## src/rtl/ahb_ui_sequencer_pkg.sv

```systemverilog
// Shared types for the AHB master UI command sequencer.
// Holds the FSM encoding and the latched command bundle.
package ahb_ui_sequencer_pkg;

  typedef enum logic [1:0] {
    ST_IDLE,
    ST_START,
    ST_STREAM,
    ST_END
  } seq_state_e;

  typedef struct packed {
    logic [31:0] addr;
    logic [2:0]  size;
    logic        wr;
  } cmd_t;

endpackage

```

## src/rtl/ahb_ui_wfifo.sv

```systemverilog
// Write-data FIFO feeding the master UI.
// The head is read straight from the storage registers.
module ahb_ui_wfifo #(
  parameter int DATA_WDT   = 32,
  parameter int FIFO_DEPTH = 4
) (
  input  logic                i_hclk,
  input  logic                i_hreset,
  input  logic                i_push,
  input  logic [DATA_WDT-1:0] i_data,
  input  logic                i_pop,
  output logic [DATA_WDT-1:0] o_head,
  output logic                o_full,
  output logic                o_empty
);

  localparam int AW = $clog2(FIFO_DEPTH);
  localparam logic [AW:0] PTR_ONE = 1;

  logic [DATA_WDT-1:0] mem [FIFO_DEPTH];
  logic [AW:0]         wr_ptr;
  logic [AW:0]         rd_ptr;
  logic                push_ok;
  logic                pop_ok;

  assign o_empty = (wr_ptr == rd_ptr);
  assign o_full  = (wr_ptr[AW-1:0] == rd_ptr[AW-1:0]) &&
                   (wr_ptr[AW] != rd_ptr[AW]);
  assign push_ok = i_push && !o_full;
  assign pop_ok  = i_pop && !o_empty;
  assign o_head  = mem[rd_ptr[AW-1:0]];

  always_ff @(posedge i_hclk) begin
    if (i_hreset) begin
      wr_ptr <= '0;
      rd_ptr <= '0;
    end else begin
      if (push_ok) wr_ptr <= wr_ptr + PTR_ONE;
      if (pop_ok)  rd_ptr <= rd_ptr + PTR_ONE;
    end
  end

  always_ff @(posedge i_hclk) begin
    if (push_ok) mem[wr_ptr[AW-1:0]] <= i_data;
  end

endmodule

```

## src/rtl/ahb_ui_sequencer.sv

```systemverilog
// Command front end for the AHB master UI.
// Walks one burst beat by beat, advancing only on the master's next strobe.
module ahb_ui_sequencer
  import ahb_ui_sequencer_pkg::*;
#(
  parameter int DATA_WDT   = 32,
  parameter int BEAT_WDT   = 32,
  parameter int FIFO_DEPTH = 4
) (
  input  logic                i_hclk,
  input  logic                i_hreset,
  input  logic                i_cmd_valid,
  output logic                o_cmd_ready,
  input  logic [31:0]         i_cmd_addr,
  input  logic [BEAT_WDT-1:0] i_cmd_len,
  input  logic [2:0]          i_cmd_size,
  input  logic                i_cmd_wr,
  input  logic [DATA_WDT-1:0] i_wdata,
  input  logic                i_wdata_valid,
  output logic                o_wdata_ready,
  input  logic                i_next,
  output logic [DATA_WDT-1:0] o_data,
  output logic                o_dav,
  output logic [31:0]         o_addr,
  output logic [2:0]          o_size,
  output logic                o_wr,
  output logic                o_rd,
  output logic [BEAT_WDT-1:0] o_min_len,
  output logic                o_cont,
  output logic                o_busy,
  output logic                o_done
);

  localparam logic [BEAT_WDT-1:0] BEAT_ONE = 1;

  seq_state_e          state_q;
  cmd_t                cmd_q;
  logic [BEAT_WDT-1:0] len_q;
  logic [BEAT_WDT-1:0] rem_q;
  logic                done_q;
  logic                fifo_full;
  logic                fifo_empty;
  logic                beat;
  logic                last;

  ahb_ui_wfifo #(
    .DATA_WDT   (DATA_WDT),
    .FIFO_DEPTH (FIFO_DEPTH)
  ) u_wfifo (
    .i_hclk   (i_hclk),
    .i_hreset (i_hreset),
    .i_push   (i_wdata_valid),
    .i_data   (i_wdata),
    .i_pop    (beat && cmd_q.wr),
    .o_head   (o_data),
    .o_full   (fifo_full),
    .o_empty  (fifo_empty)
  );

  always_comb begin
    o_rd   = 1'b0;
    o_wr   = 1'b0;
    o_dav  = 1'b0;
    o_cont = 1'b0;
    unique case (state_q)
      ST_START: begin
        // A write with no data yet leaves the master idle
        o_rd  = !cmd_q.wr;
        o_wr  = cmd_q.wr && !fifo_empty;
        o_dav = cmd_q.wr && !fifo_empty;
      end
      ST_STREAM: begin
        o_rd   = !cmd_q.wr;
        o_wr   = cmd_q.wr;
        o_dav  = cmd_q.wr && !fifo_empty;
        o_cont = 1'b1;
      end
      default: ;
    endcase
  end

  assign beat          = i_next && (o_rd || (o_wr && o_dav));
  assign last          = (rem_q == BEAT_ONE);
  assign o_cmd_ready   = (state_q == ST_IDLE) && !i_hreset;
  assign o_wdata_ready = !fifo_full;
  assign o_addr        = cmd_q.addr;
  assign o_size        = cmd_q.size;
  assign o_min_len     = len_q;
  assign o_busy        = (state_q != ST_IDLE);
  assign o_done        = done_q;

  always_ff @(posedge i_hclk) begin
    if (i_hreset) begin
      state_q <= ST_IDLE;
      cmd_q   <= '0;
      len_q   <= '0;
      rem_q   <= '0;
      done_q  <= 1'b0;
    end else begin
      done_q <= 1'b0;
      unique case (state_q)
        ST_IDLE: begin
          if (i_cmd_valid) begin
            cmd_q.addr <= i_cmd_addr;
            cmd_q.size <= i_cmd_size;
            cmd_q.wr   <= i_cmd_wr;
            len_q      <= i_cmd_len;
            rem_q      <= i_cmd_len;
            state_q    <= (i_cmd_len != '0) ? ST_START : ST_END;
          end
        end
        ST_START, ST_STREAM: begin
          if (beat) begin
            rem_q   <= rem_q - BEAT_ONE;
            state_q <= last ? ST_END : ST_STREAM;
          end
        end
        ST_END: begin
          if (i_next) begin
            state_q <= ST_IDLE;
            done_q  <= 1'b1;
          end
        end
        default: state_q <= ST_IDLE;
      endcase
    end
  end

endmodule
```

## config.mk

```make
export PLATFORM = sky130hd
export DESIGN_NAME = ahb_ui_sequencer
export DESIGN_NICKNAME = d
export VERILOG_FILES = /design/src/rtl/ahb_ui_sequencer_pkg.sv /design/src/rtl/ahb_ui_wfifo.sv /design/src/rtl/ahb_ui_sequencer.sv
export SDC_FILE = /design/constraint.sdc
export NUM_CORES = 1
export LEC_CHECK = 0
export ABC_CLOCK_PERIOD_IN_PS = 6300
export BUFFER_PORTS_ARGS = -buffer_cell sky130_fd_sc_hd__buf_2
export CORE_MARGIN = 4
export CORE_UTILIZATION = 35
export CTS_CLUSTER_SIZE = 14
export DETAILED_ROUTE_END_ITERATION = 7
export GPL_ROUTABILITY_DRIVEN = 1
export GPL_TIMING_DRIVEN = 0
export HOLD_SLACK_MARGIN = 0.08
export PLACE_DENSITY_LB_ADDON = 0.12
export SLEW_MARGIN = 20
export SYNTH_ARGS = -nofsm -noshare
export SYNTH_HDL_FRONTEND = slang
export SYNTH_SLANG_ARGS = --single-unit
```

## constraint.sdc

```tcl
create_clock -name i_hclk -period 6.3 [get_ports i_hclk]
set_input_delay 1.26 -clock i_hclk [delete_from_list [all_inputs] [get_ports i_hclk]]
set_output_delay 1.26 -clock i_hclk [all_outputs]
set_load 0.05 [all_outputs]
```

Word-level counts from Yosys, hierarchy flattened
Memories as Yosys holds them, arrays and structs flattened. A register that Yosys moved wholly into a read port is not among the register bits.
Cells that the tools add are included.

cells by class
  add/sub/neg operators = 3
  multipliers = 0
  div/mod/pow operators = 0
  $lt $le $gt $ge = 0
  eq/ne operators = 10
  shifts and indexed selects = 0
  multiplexer cells = 18
  bitwise logic cells = 1
  reduce and logical (&&, ||, !) cells = 22

operators by type and width
  kind                                                                      count
  32-bit 2-to-1 mux                                                         2
  32-bit one-hot mux with 2 select lines                                    1
  32-bit by 1-bit == test with 1-bit output (second input constant)         1
  32-bit nonzero test                                                       1
  32-bit by 1-bit subtractor with 32-bit output (second input constant)     1
  2-bit 2-to-1 mux                                                          6
  1-bit logical AND                                                         8
  1-bit 2-to-1 mux                                                          7
  3-bit by 1-bit adder with 3-bit output (second input constant)            2
  2-bit one-hot mux with 3 select lines                                     1
  3-bit AND reduction                                                       2
  2-bit == test (second input constant)                                     2
  1-bit logical NOT                                                         4
  2-bit inequality test (second input constant)                             2
  2-bit nonzero test                                                        2
  2-bit OR reduction                                                        2
  3-bit == test                                                             1
  2-bit by 1-bit == test with 1-bit output (second input constant)          1
  2-bit == test                                                             1
  2-bit logical NOT                                                         1
  2-bit by 1-bit inequality test with 1-bit output (second input constant)  1
  1-bit one-hot mux with 2 select lines                                     1
  2-bit AND reduction                                                       1
  1-bit logical OR                                                          1
  other kinds (2)                                                           2

word-level totals
  bits in registers = 109
  bits in latches = 0
  memory bits (writable) = 128
  bits in read-only memories = 0
  word-level logic and storage cells = 64
  memories kept = 1

memory list
  name         depth  bits a word  read ports  clocked after memory_dff  wr ports  RTL line            RTL
  u_wfifo.mem  4      32           1           1                         1         ahb_ui_wfifo.sv:20  logic [DATA_WDT-1:0] mem [FIFO_DEPTH];

Logic depth before layout (Yosys ltp)
Gate-level depths: netlist of run 1.

  word-level depth = 11
  depth in mapped cells = 10

By module
A second synthesis of run 1 with hierarchy kept.

second synthesis, totals
  cells, all modules = 901
  area, all modules = 10,227.3 um^2

by module, submodules not included
  module            instances  cells an instance  area each (um^2)  seq. area each (um^2)
  ahb_ui_wfifo      1          235                5,177.5           4,003.8
  ahb_ui_sequencer  1          666                5,049.8           2,062.0

Worst setup path before layout of run 1
Ideal clock, no wire load.

  path kind = input to output
  start = in i_hreset
  end = out o_cmd_ready
  data arrival time = 2.291 ns
  path slack = 2.749 ns
  stages = 3
  path through = clkbuf_1 > clkbuf_1 > nor2_1

between the ends
  cells in the longest elaborated chain, start to end = 2

RTL lines
  what               RTL line                RTL
  from (decl)        ahb_ui_sequencer.sv:11  input logic i_hreset,
  1-bit logical NOT  ahb_ui_sequencer.sv:84  assign o_cmd_ready = (state_q == ST_IDLE) && !i_hreset;
  1-bit logical AND  ahb_ui_sequencer.sv:84
  to (decl)          ahb_ui_sequencer.sv:13  output logic o_cmd_ready,

Every way passes these cells.

==> metrics.txt, run 1 <==
# TYPE chip_impl_metric gauge
chip_impl_info{name="worstReg2RegStart",value="state_q[0]"} 1
chip_impl_metric{name="setup.reg_to_reg.worst_slack",unit="ns"} 3.26
chip_impl_info{name="cts_root_buf",value="sky130_fd_sc_hd__clkbuf_16"} 1
chip_impl_metric{name="floorplan.initialDensity",unit=""} 0.358
chip_impl_metric{name="drc_errors",unit=""} 0
chip_impl_metric{name="multi_input_comb_area",unit="mm^2"} 0.00346
chip_impl_metric{name="finalWeightedCongestion",unit=""} 0.865
chip_impl_metric{name="synthArstFlopShare",unit=""} 0
chip_impl_metric{name="worst_reg_to_reg_path_cell_count",unit=""} 10
chip_impl_metric{name="antenna_cells",unit=""} 0
chip_impl_info{name="crit_path_kind",value="flip-flop to output pin"} 1
chip_impl_metric{name="period_utilization",unit=""} 0.625
chip_impl_metric{name="first_pass_grt_wire_length",unit="mm"} 42.5
chip_impl_metric{name="core_area",unit="mm^2"} 0.0281
chip_impl_metric{name="wl",unit="mm"} 27.4
chip_impl_metric{name="timing_max_transition_violations_final",unit=""} 0
chip_impl_metric{name="final-hold-violation-count",unit=""} 0
chip_impl_metric{name="die_area",unit="mm^2"} 0.0315
chip_impl_metric{name="netlist_instances",unit=""} 874
chip_impl_metric{name="worstMarginPinSlew",unit="ns"} 0.904
chip_impl_info{name="hold_path_end",value="o_min_len[31]"} 1
chip_impl_metric{name="grt_use_total",unit=""} 0.170
chip_impl_metric{name="power.total",unit="mW"} 5.74
chip_impl_info{name="regToRegEndpoint",value="rem_q[29]"} 1
chip_impl_info{name="outcome",value="finished clean"} 1
chip_impl_metric{name="ys_types",unit=""} 62
chip_impl_metric{name="cts_max_path_buffers",unit=""} 3
chip_impl_metric{name="wp_data_required",unit="ns"} 5.04
chip_impl_metric{name="finalSetupViolCount",unit=""} 0
chip_impl_info{name="worst_hold_path_startpoint",value="o_min_len[31]"} 1
chip_impl_metric{name="rows",unit=""} 61
chip_impl_metric{name="fin_setup_tns",unit="ns"} 0
chip_impl_metric{name="i_o_pin_count",unit=""} 212
chip_impl_metric{name="worst_slack",unit="ns"} 2.36
chip_impl_metric{name="max_cap_violations",unit=""} 0
chip_impl_metric{name="yosysWarnings",unit=""} 0
chip_impl_metric{name="critical_path_at",unit="ns"} 2.68
chip_impl_metric{name="final-seq-area",unit="mm^2"} 0.00607
chip_impl_metric{name="clkSlewWorstSetupHoldPaths",unit="ns"} 0.06
chip_impl_metric{name="syn2layout_area_growth",unit="%"} 24.7
chip_impl_metric{name="max_freq",unit="GHz"} 0.254
chip_impl_metric{name="worstPathMaxFanout",unit=""} 10
chip_impl_metric{name="cellLeakagePower",unit="nW"} 4.79
chip_impl_metric{name="synth.ff_latch_count",unit=""} 239
chip_impl_metric{name="route.antenna.remaining_nets",unit=""} 0
chip_impl_metric{name="dp_slack",unit="ns"} 2.61
chip_impl_metric{name="yosys.area_share.simple",unit=""} 0.137
chip_impl_metric{name="vdd.ir_drop.worst",unit="V"} 0.000244
chip_impl_info{name="dominant_combinational_cell_family_by_area_after_synthesis",value="simple AND/OR/NAND/NOR gates"} 1
chip_impl_metric{name="detailroute.via_count",unit=""} 7562
chip_impl_metric{name="xor_and_xnor_fraction_of_the_mapped_netlist_area",unit=""} 0.00697
chip_impl_metric{name="fin_worst_skew",unit="ns"} 0.0141
chip_impl_metric{name="clock_latency",unit="ns"} 0.53
chip_impl_metric{name="grt_antenna_before_repair",unit=""} 0
chip_impl_metric{name="grt_max_degree",unit=""} 24
chip_impl_metric{name="ys_seq_area_frac",unit=""} 0.604
chip_impl_metric{name="worst_rel_slew_slack",unit=""} 0.397
chip_impl_metric{name="drt_pass1_iterations",unit=""} 5
chip_impl_metric{name="io_buffer_count",unit=""} 210
chip_impl_metric{name="finalNetCount",unit=""} 1234
chip_impl_info{name="cts_tree",value="done"} 1
chip_impl_metric{name="synthesis.nets",unit=""} 991
chip_impl_metric{name="p_per_area",unit="mW/mm^2"} 458
chip_impl_metric{name="die_x",unit="um"} 177
chip_impl_metric{name="number_of_synthesized_flops_with_an_enable_pin",unit=""} 128
chip_impl_metric{name="fin_crit",unit="ns"} 3.94
chip_impl_metric{name="drt_iter0_markers",unit=""} 386
chip_impl_metric{name="dpl.hpwl",unit="mm"} 19.6
chip_impl_metric{name="synth-adder-area-share",unit=""} 0.0149
chip_impl_info{name="synth_flop_cell",value="sky130_fd_sc_hd__edfxtp_1"} 1
chip_impl_metric{name="synthesis.area_per_instance",unit="um^2"} 11.5
chip_impl_metric{name="total_cts_buffers",unit=""} 27
chip_impl_metric{name="post_cts.resized_instances",unit=""} 0
chip_impl_metric{name="post_synth_instance_area",unit="mm^2"} 0.0100
chip_impl_metric{name="viasPerCell",unit=""} 5.00
chip_impl_info{name="grt_setup_unrepaired",value="false"} 1
chip_impl_metric{name="final_layout_size_suffix_gt1_frac",unit=""} 0.299
chip_impl_metric{name="filler_cell_count",unit=""} 2714
chip_impl_metric{name="post_cts.repair.setup_buffers",unit=""} 0
chip_impl_metric{name="clkSinkCount",unit=""} 239
chip_impl_metric{name="via_count_of_the_first_global_routing_pass",unit=""} 7589
chip_impl_info{name="hold_path_class",value="flip-flop to flip-flop"} 1
chip_impl_metric{name="overflow_left_after_global_routing",unit=""} 0
chip_impl_info{name="worst_setup_path_start_kind",value="flip-flop"} 1
chip_impl_metric{name="synth-compound-area-share",unit=""} 0.110
chip_impl_metric{name="die_y",unit="um"} 177
chip_impl_metric{name="timing.hold.worst_path_depth",unit=""} 2
chip_impl_metric{name="route.detailed.wl_per_inst",unit="um"} 18.1
chip_impl_metric{name="count_of_hold_buffers_inserted_by_post_cts_repair",unit=""} 0
chip_impl_info{name="worst_setup_path_end_kind",value="output pin"} 1
chip_impl_metric{name="cts_htree_levels",unit=""} 1
chip_impl_metric{name="yosys-mux-area-fraction",unit=""} 0.0747
-- power by group --
part | switching (mW) | internal (mW)
combinational | 1.52 | 0.677
clock | 0.603 | 0.921
sequential | 0.161 | 1.86
-- sequential cells by signal (all words and copies together), names as in the netlist, named ones only --
name	count
cmd_q	1
o_addr	32
o_done	1
o_min_len	32
o_size	3
rem_q	32
state_q	2
u_wfifo.mem	128
u_wfifo.rd_ptr	3
u_wfifo.wr_ptr	3
-- through the flow --
step	util	cell area, um^2	hold WS, ns	std cells
finish	0.446	12500	0.452	1513
global route	0.446	12500	0.472	1513
CTS	0.446	12500	0.453	1513
detailed placement	0.416	11700	0.444	1466
global placement	0.412	11600	0.440	1462
floorplan	-	10000	0.437	874
-- synth_stat cells (all sizes together) (8+ instances only) --
master | number | share of area
dfxtp | 111 | 0.22
o32ai | 8 | 0.0077
nand3 | 12 | 0.0060
nand2 | 168 | 0.063
nor3 | 12 | 0.0060
nor2 | 30 | 0.011
a21oi | 107 | 0.053
edfxtp | 128 | 0.38
nor4 | 20 | 0.015
mux4 | 32 | 0.072
inv | 17 | 0.0064
ha | 12 | 0.015
o21ai | 18 | 0.0090
buf | 52 | 0.033
nor2b | 8 | 0.0050
o22ai | 8 | 0.0050
clkbuf | 35 | 0.013
or3 | 10 | 0.0068
-- kinds of logic (layout without fill, tap and decap cells) --
logic type                 Yosys count  after routing
xor gates and xnor gates             8              8
DFF                                239            239
buffers and inverters              105            366
adders and majority gates           12             12
and+or+nand+nor                    291            291
muxes                               35             35
AOI/OAI and AO/OA                  184            184
-- critical path, stage by stage (launching register included) --
cell	delay, ns
sky130_fd_sc_hd__dfxtp_1	0.31
sky130_fd_sc_hd__clkbuf_1	0.27
sky130_fd_sc_hd__buf_1	0.72
sky130_fd_sc_hd__mux4_2	0.62
sky130_fd_sc_hd__buf_2	0.23
-- final cells by class --
type,instances,share of cell area
multi-input combinational,530,0.276
inverter,18,0.00539
timing repair buffer,214,0.0914
tap,378,0.0377
clock buffer,38,0.0612
buffer,87,0.0369
clock inverter,9,0.00749
sequential,239,0.484
-- per-layer routing --
metal / wire, um / up-vias / global-route usage
met4: 709 / 0 / 0.0445
met5: 0 / - / 0
met1: 11900 / 3583 / 0.225
li1: - / 3653 / -
met3: 2120 / 43 / 0.0411
met2: 12600 / 283 / 0.281
-- cell usage in the layout (no fill, tap or decap), drive strengths merged, types with 3 or more instances in the layout --
cell type,Yosys,layout
clkinv,1,7
nand3,12,12
ha,12,12
o21ai,18,18
o22ai,8,8
dfxtp,111,111
nand4,5,5
and2,7,7
nor4,20,20
a21oi,107,107
buf,52,266
nor2,30,30
edfxtp,128,128
a211oi,5,5
nand2,168,168
nand2b,3,3
mux2i,3,3
inv,17,18
and3,3,3
xnor2,6,6
nor2b,8,8
nor3,12,12
o32ai,8,8
or4,4,4
a31oi,6,6
o211ai,3,3
o2bb2ai,4,4
mux4,32,32
nand4b,3,3
o21a,4,4
or3,10,10
clkbuf,35,73
-- worst max path at each step --
| stage | end | slack [ns] |
|---|---|---|
| after floorplan | o_cmd_ready | 2.75 |
| after global placement | u_wfifo.mem[2][8] | 2.54 |
| after detailed placement | o_cmd_ready | 2.61 |
| after CTS | o_data[29] | 2.20 |
| after global routing | o_data[29] | 2.09 |
| final | o_data[29] | 2.36 |
(Power assumes the default switching activity.)
==> run 2: changes to the inputs <==
--- a/config.mk
+++ b/config.mk
@@ -5,7 +5,8 @@
 export SDC_FILE = /design/constraint.sdc
 export NUM_CORES = 1
 export LEC_CHECK = 0
-export ABC_CLOCK_PERIOD_IN_PS = 6300
+export ABC_AREA = 1
+export ABC_CLOCK_PERIOD_IN_PS = 3600
 export BUFFER_PORTS_ARGS = -buffer_cell sky130_fd_sc_hd__buf_2
 export CORE_MARGIN = 4
 export CORE_UTILIZATION = 35
==> constraint.sdc (replaced) <==
create_clock -name i_hclk -period 3.6 [get_ports i_hclk]
set_input_delay 0.72 -clock i_hclk [delete_from_list [all_inputs] [get_ports i_hclk]]
set_output_delay 0.72 -clock i_hclk [all_outputs]
set_load 0.05 [all_outputs]
==> metrics.txt, run 2 <==
# TYPE chip_impl_metric gauge
chip_impl_info{name="outcome",value="finished clean"} 1
chip_impl_metric{name="post_cts.repair.setup_buffers",unit=""} 0
chip_impl_metric{name="drc_errors",unit=""} 0
chip_impl_metric{name="final-hold-violation-count",unit=""} 0
chip_impl_metric{name="first_pass_grt_wire_length",unit="mm"} 48.8
chip_impl_metric{name="post_synth_instance_area",unit="mm^2"} 0.0105
chip_impl_metric{name="clkSlewWorstSetupHoldPaths",unit="ns"} 0.06
chip_impl_metric{name="finalSetupViolCount",unit=""} 0
chip_impl_info{name="synth_largest_area_cell",value="sky130_fd_sc_hd__edfxtp_1"} 1
chip_impl_metric{name="antenna_cells",unit=""} 0
chip_impl_metric{name="postLayoutCoreUtil",unit=""} 0.440
chip_impl_metric{name="finalWeightedCongestion",unit=""} 0.889
chip_impl_metric{name="via_count_of_the_first_global_routing_pass",unit=""} 8882
chip_impl_info{name="synth_most_common_cell",value="sky130_fd_sc_hd__nor2_1"} 1
chip_impl_metric{name="overflow_left_after_global_routing",unit=""} 0
chip_impl_metric{name="power.total",unit="mW"} 10.3
chip_impl_info{name="layout_commonest_cell",value="sky130_fd_sc_hd__nor2_1"} 1
chip_impl_info{name="layout_common_cells",value="sky130_fd_sc_hd__nor2_1, sky130_fd_sc_hd__buf_2, sky130_fd_sc_hd__o21ai_0"} 1
chip_impl_info{name="crit_path_kind",value="flip-flop to output pin"} 1
chip_impl_metric{name="ys_seq_area_frac",unit=""} 0.577
chip_impl_metric{name="tightest_hold_margin",unit="ns"} 0.405
chip_impl_metric{name="detailroute.via_count",unit=""} 8859
chip_impl_info{name="hold_path_class",value="input pin to flip-flop"} 1
chip_impl_metric{name="worst_slack",unit="ns"} 0.563
chip_impl_metric{name="syn2layout_area_growth",unit="%"} 24.0
chip_impl_metric{name="viasPerCell",unit=""} 4.79
chip_impl_metric{name="grt_max_degree",unit=""} 23
chip_impl_metric{name="worstMarginPinSlew",unit="ns"} 0.660
chip_impl_info{name="worst_hold_path_startpoint",value="i_wdata[29]"} 1
chip_impl_metric{name="wl",unit="mm"} 31.2
chip_impl_metric{name="cellLeakagePower",unit="nW"} 5.63
chip_impl_metric{name="max_cap_violations",unit=""} 0
chip_impl_metric{name="p_per_area",unit="mW/mm^2"} 791
chip_impl_info{name="worst_setup_path_end_kind",value="output pin"} 1
chip_impl_metric{name="cts_max_path_buffers",unit=""} 3
chip_impl_metric{name="route.antenna.remaining_nets",unit=""} 0
chip_impl_metric{name="period_utilization",unit=""} 0.844
chip_impl_metric{name="route.detailed.wl_per_inst",unit="um"} 16.9
chip_impl_metric{name="dp_slack",unit="ns"} 1.04
chip_impl_metric{name="synth_top_area_share",unit=""} 0.365
chip_impl_metric{name="yosysWarnings",unit=""} 0
chip_impl_metric{name="core_area",unit="mm^2"} 0.0296
chip_impl_metric{name="seq_power_share",unit=""} 0.344
chip_impl_info{name="worst_setup_path_start_kind",value="flip-flop"} 1
chip_impl_metric{name="post_cts.resized_instances",unit=""} 0
chip_impl_metric{name="floorplan.initialDensity",unit=""} 0.355
chip_impl_info{name="hold_path_end",value="u_wfifo.mem[2][29]"} 1
chip_impl_metric{name="fin_worst_skew",unit="ns"} 0.0135
chip_impl_metric{name="synthArstFlopShare",unit=""} 0
chip_impl_metric{name="pwr-share-comb",unit=""} 0.400
chip_impl_metric{name="area_of_placed_instances",unit="mm^2"} 0.0122
chip_impl_metric{name="grt_antenna_before_repair",unit=""} 1
chip_impl_metric{name="number_of_synthesized_flops_with_an_enable_pin",unit=""} 128
chip_impl_metric{name="die_area",unit="mm^2"} 0.0329
chip_impl_metric{name="synthesis.area_per_instance",unit="um^2"} 8.82
chip_impl_metric{name="clkSinkCount",unit=""} 239
chip_impl_metric{name="fin_setup_tns",unit="ns"} 0
chip_impl_metric{name="power.share.switching",unit=""} 0.424
chip_impl_metric{name="dpl.cell_count",unit=""} 1798
chip_impl_metric{name="timing.hold.worst_path_depth",unit=""} 1
chip_impl_metric{name="worstPathMaxFanout",unit=""} 10
chip_impl_metric{name="drt_iter0_markers",unit=""} 452
chip_impl_metric{name="timing_max_transition_violations_final",unit=""} 0
chip_impl_info{name="synth_top_cells_by_count",value="sky130_fd_sc_hd__nor2_1, sky130_fd_sc_hd__o21ai_0, sky130_fd_sc_hd__nand2_1"} 1
chip_impl_metric{name="dpl.hpwl",unit="mm"} 22.3
chip_impl_metric{name="p_switching",unit="mW"} 4.37
chip_impl_metric{name="io_buffer_count",unit=""} 211
chip_impl_metric{name="grt_use_total",unit=""} 0.184
chip_impl_metric{name="drt_pass1_iterations",unit=""} 5
chip_impl_metric{name="final_layout_size_suffix_gt1_frac",unit=""} 0.224
chip_impl_metric{name="max_freq",unit="GHz"} 0.329
chip_impl_metric{name="finalNetCount",unit=""} 1554
chip_impl_metric{name="count_of_hold_buffers_inserted_by_post_cts_repair",unit=""} 0
chip_impl_metric{name="die_x",unit="um"} 181
chip_impl_metric{name="power_frac_clock",unit=""} 0.256
chip_impl_metric{name="clock_latency",unit="ns"} 0.54
chip_impl_info{name="cts_root_buf",value="sky130_fd_sc_hd__clkbuf_16"} 1
chip_impl_metric{name="netlist_instances",unit=""} 1193
chip_impl_metric{name="synthesis.nets",unit=""} 1310
chip_impl_info{name="grt_setup_unrepaired",value="false"} 1
chip_impl_info{name="regToRegEndpoint",value="rem_q[30]"} 1
chip_impl_metric{name="worst_reg_to_reg_path_cell_count",unit=""} 10
chip_impl_metric{name="wp_data_required",unit="ns"} 2.88
chip_impl_info{name="worstReg2RegStart",value="state_q[0]"} 1
chip_impl_info{name="cts_tree",value="done"} 1
chip_impl_metric{name="vdd.ir_drop.worst",unit="V"} 0.000483
chip_impl_metric{name="die_y",unit="um"} 181
chip_impl_metric{name="largest_register_ffs",unit=""} 128
chip_impl_metric{name="post_layout_nonfiller_instances",unit=""} 1848
chip_impl_metric{name="rows",unit=""} 63
chip_impl_metric{name="worst_rel_slew_slack",unit=""} 0.560
chip_impl_metric{name="ys_types",unit=""} 34
chip_impl_metric{name="fin_area",unit="mm^2"} 0.0130
chip_impl_metric{name="total_cts_buffers",unit=""} 27
chip_impl_metric{name="cts_htree_levels",unit=""} 1
chip_impl_metric{name="synth.ff_latch_count",unit=""} 239
chip_impl_metric{name="p_int",unit="mW"} 5.94
chip_impl_info{name="synth_flop_cell",value="sky130_fd_sc_hd__edfxtp_1"} 1
chip_impl_metric{name="critical_path_at",unit="ns"} 2.32
chip_impl_metric{name="fin_crit",unit="ns"} 3.04
chip_impl_metric{name="setup.reg_to_reg.worst_slack",unit="ns"} 1.30
chip_impl_metric{name="i_o_pin_count",unit=""} 212
chip_impl_info{name="synth_area_leaders",value="sky130_fd_sc_hd__edfxtp_1, sky130_fd_sc_hd__dfxtp_1, sky130_fd_sc_hd__nor2_1"} 1
chip_impl_metric{name="filler_cell_count",unit=""} 3047
==> run 2: logic make-up (layout without fill, tap and decap cells) <==
group / after synthesis / after routing / synth area share
DFF: 239 / 239 / 0.577
adders and majority gates: 12 / 12 / 0.0143
buffers and inverters: 182 / 447 / 0.0815
and+or+nand+nor: 488 / 488 / 0.187
AOI/OAI and AO/OA: 260 / 260 / 0.130
xor gates and xnor gates: 12 / 12 / 0.00999
==> run 2: power by group through the flow <==
stage,logic [mW],clock network (mW),registers [mW]
6_report,4.13,2.64,3.55
5_1_grt,4.56,2.83,3.59
4_1_cts,4.15,2.72,3.54
3_5_place_dp,4.13,0,3.59
3_3_place_gp,4.09,0,3.60
2_1_floorplan,2.76,0,3.84
==> run 2: worst max path at each step <==
| stage | end | slack [ns] | depth (start not counted) |
|---|---|---|---|
| 3_5_place_dp | o_data[28] | 1.04 | 6 |
| 3_3_place_gp | u_wfifo.mem[3][25] | -0.45 | 3 |
| 6_report | o_data[3] | 0.56 | 6 |
| 5_1_grt | o_data[27] | 0.37 | 6 |
| 4_1_cts | o_data[3] | 0.46 | 6 |
| 2_1_floorplan | u_wfifo.mem[3][0] | 0.46 | 6 |
==> run 2: area by class of cell <==
type / instances / area [um^2] / share of cell area
Clock inverter: 16 / 114 / 0.00873
Timing Repair Buffer: 215 / 1160 / 0.0888
Multi-Input combinational cell: 772 / 3630 / 0.278
Tap cell: 390 / 488 / 0.0374
Buffer: 93 / 523 / 0.0401
Inverter: 89 / 334 / 0.0256
Clock buffer: 34 / 732 / 0.0561
Sequential cell: 239 / 6070 / 0.465
==> run 2: metal layers <==
metal  track usage  wire length [um]
met4        0.0432               605
met1         0.246             14000
met5             0                13
met3        0.0499              2560
met2         0.299             14000
==> run 2: critical path, stage by stage, from the launching register on <==
cell                       delay (ns)
sky130_fd_sc_hd__dfxtp_1         0.31
sky130_fd_sc_hd__buf_2           0.18
sky130_fd_sc_hd__clkinv_1        0.18
sky130_fd_sc_hd__buf_1           0.48
sky130_fd_sc_hd__nor2_1          0.09
sky130_fd_sc_hd__o22ai_1         0.24
sky130_fd_sc_hd__buf_2           0.30
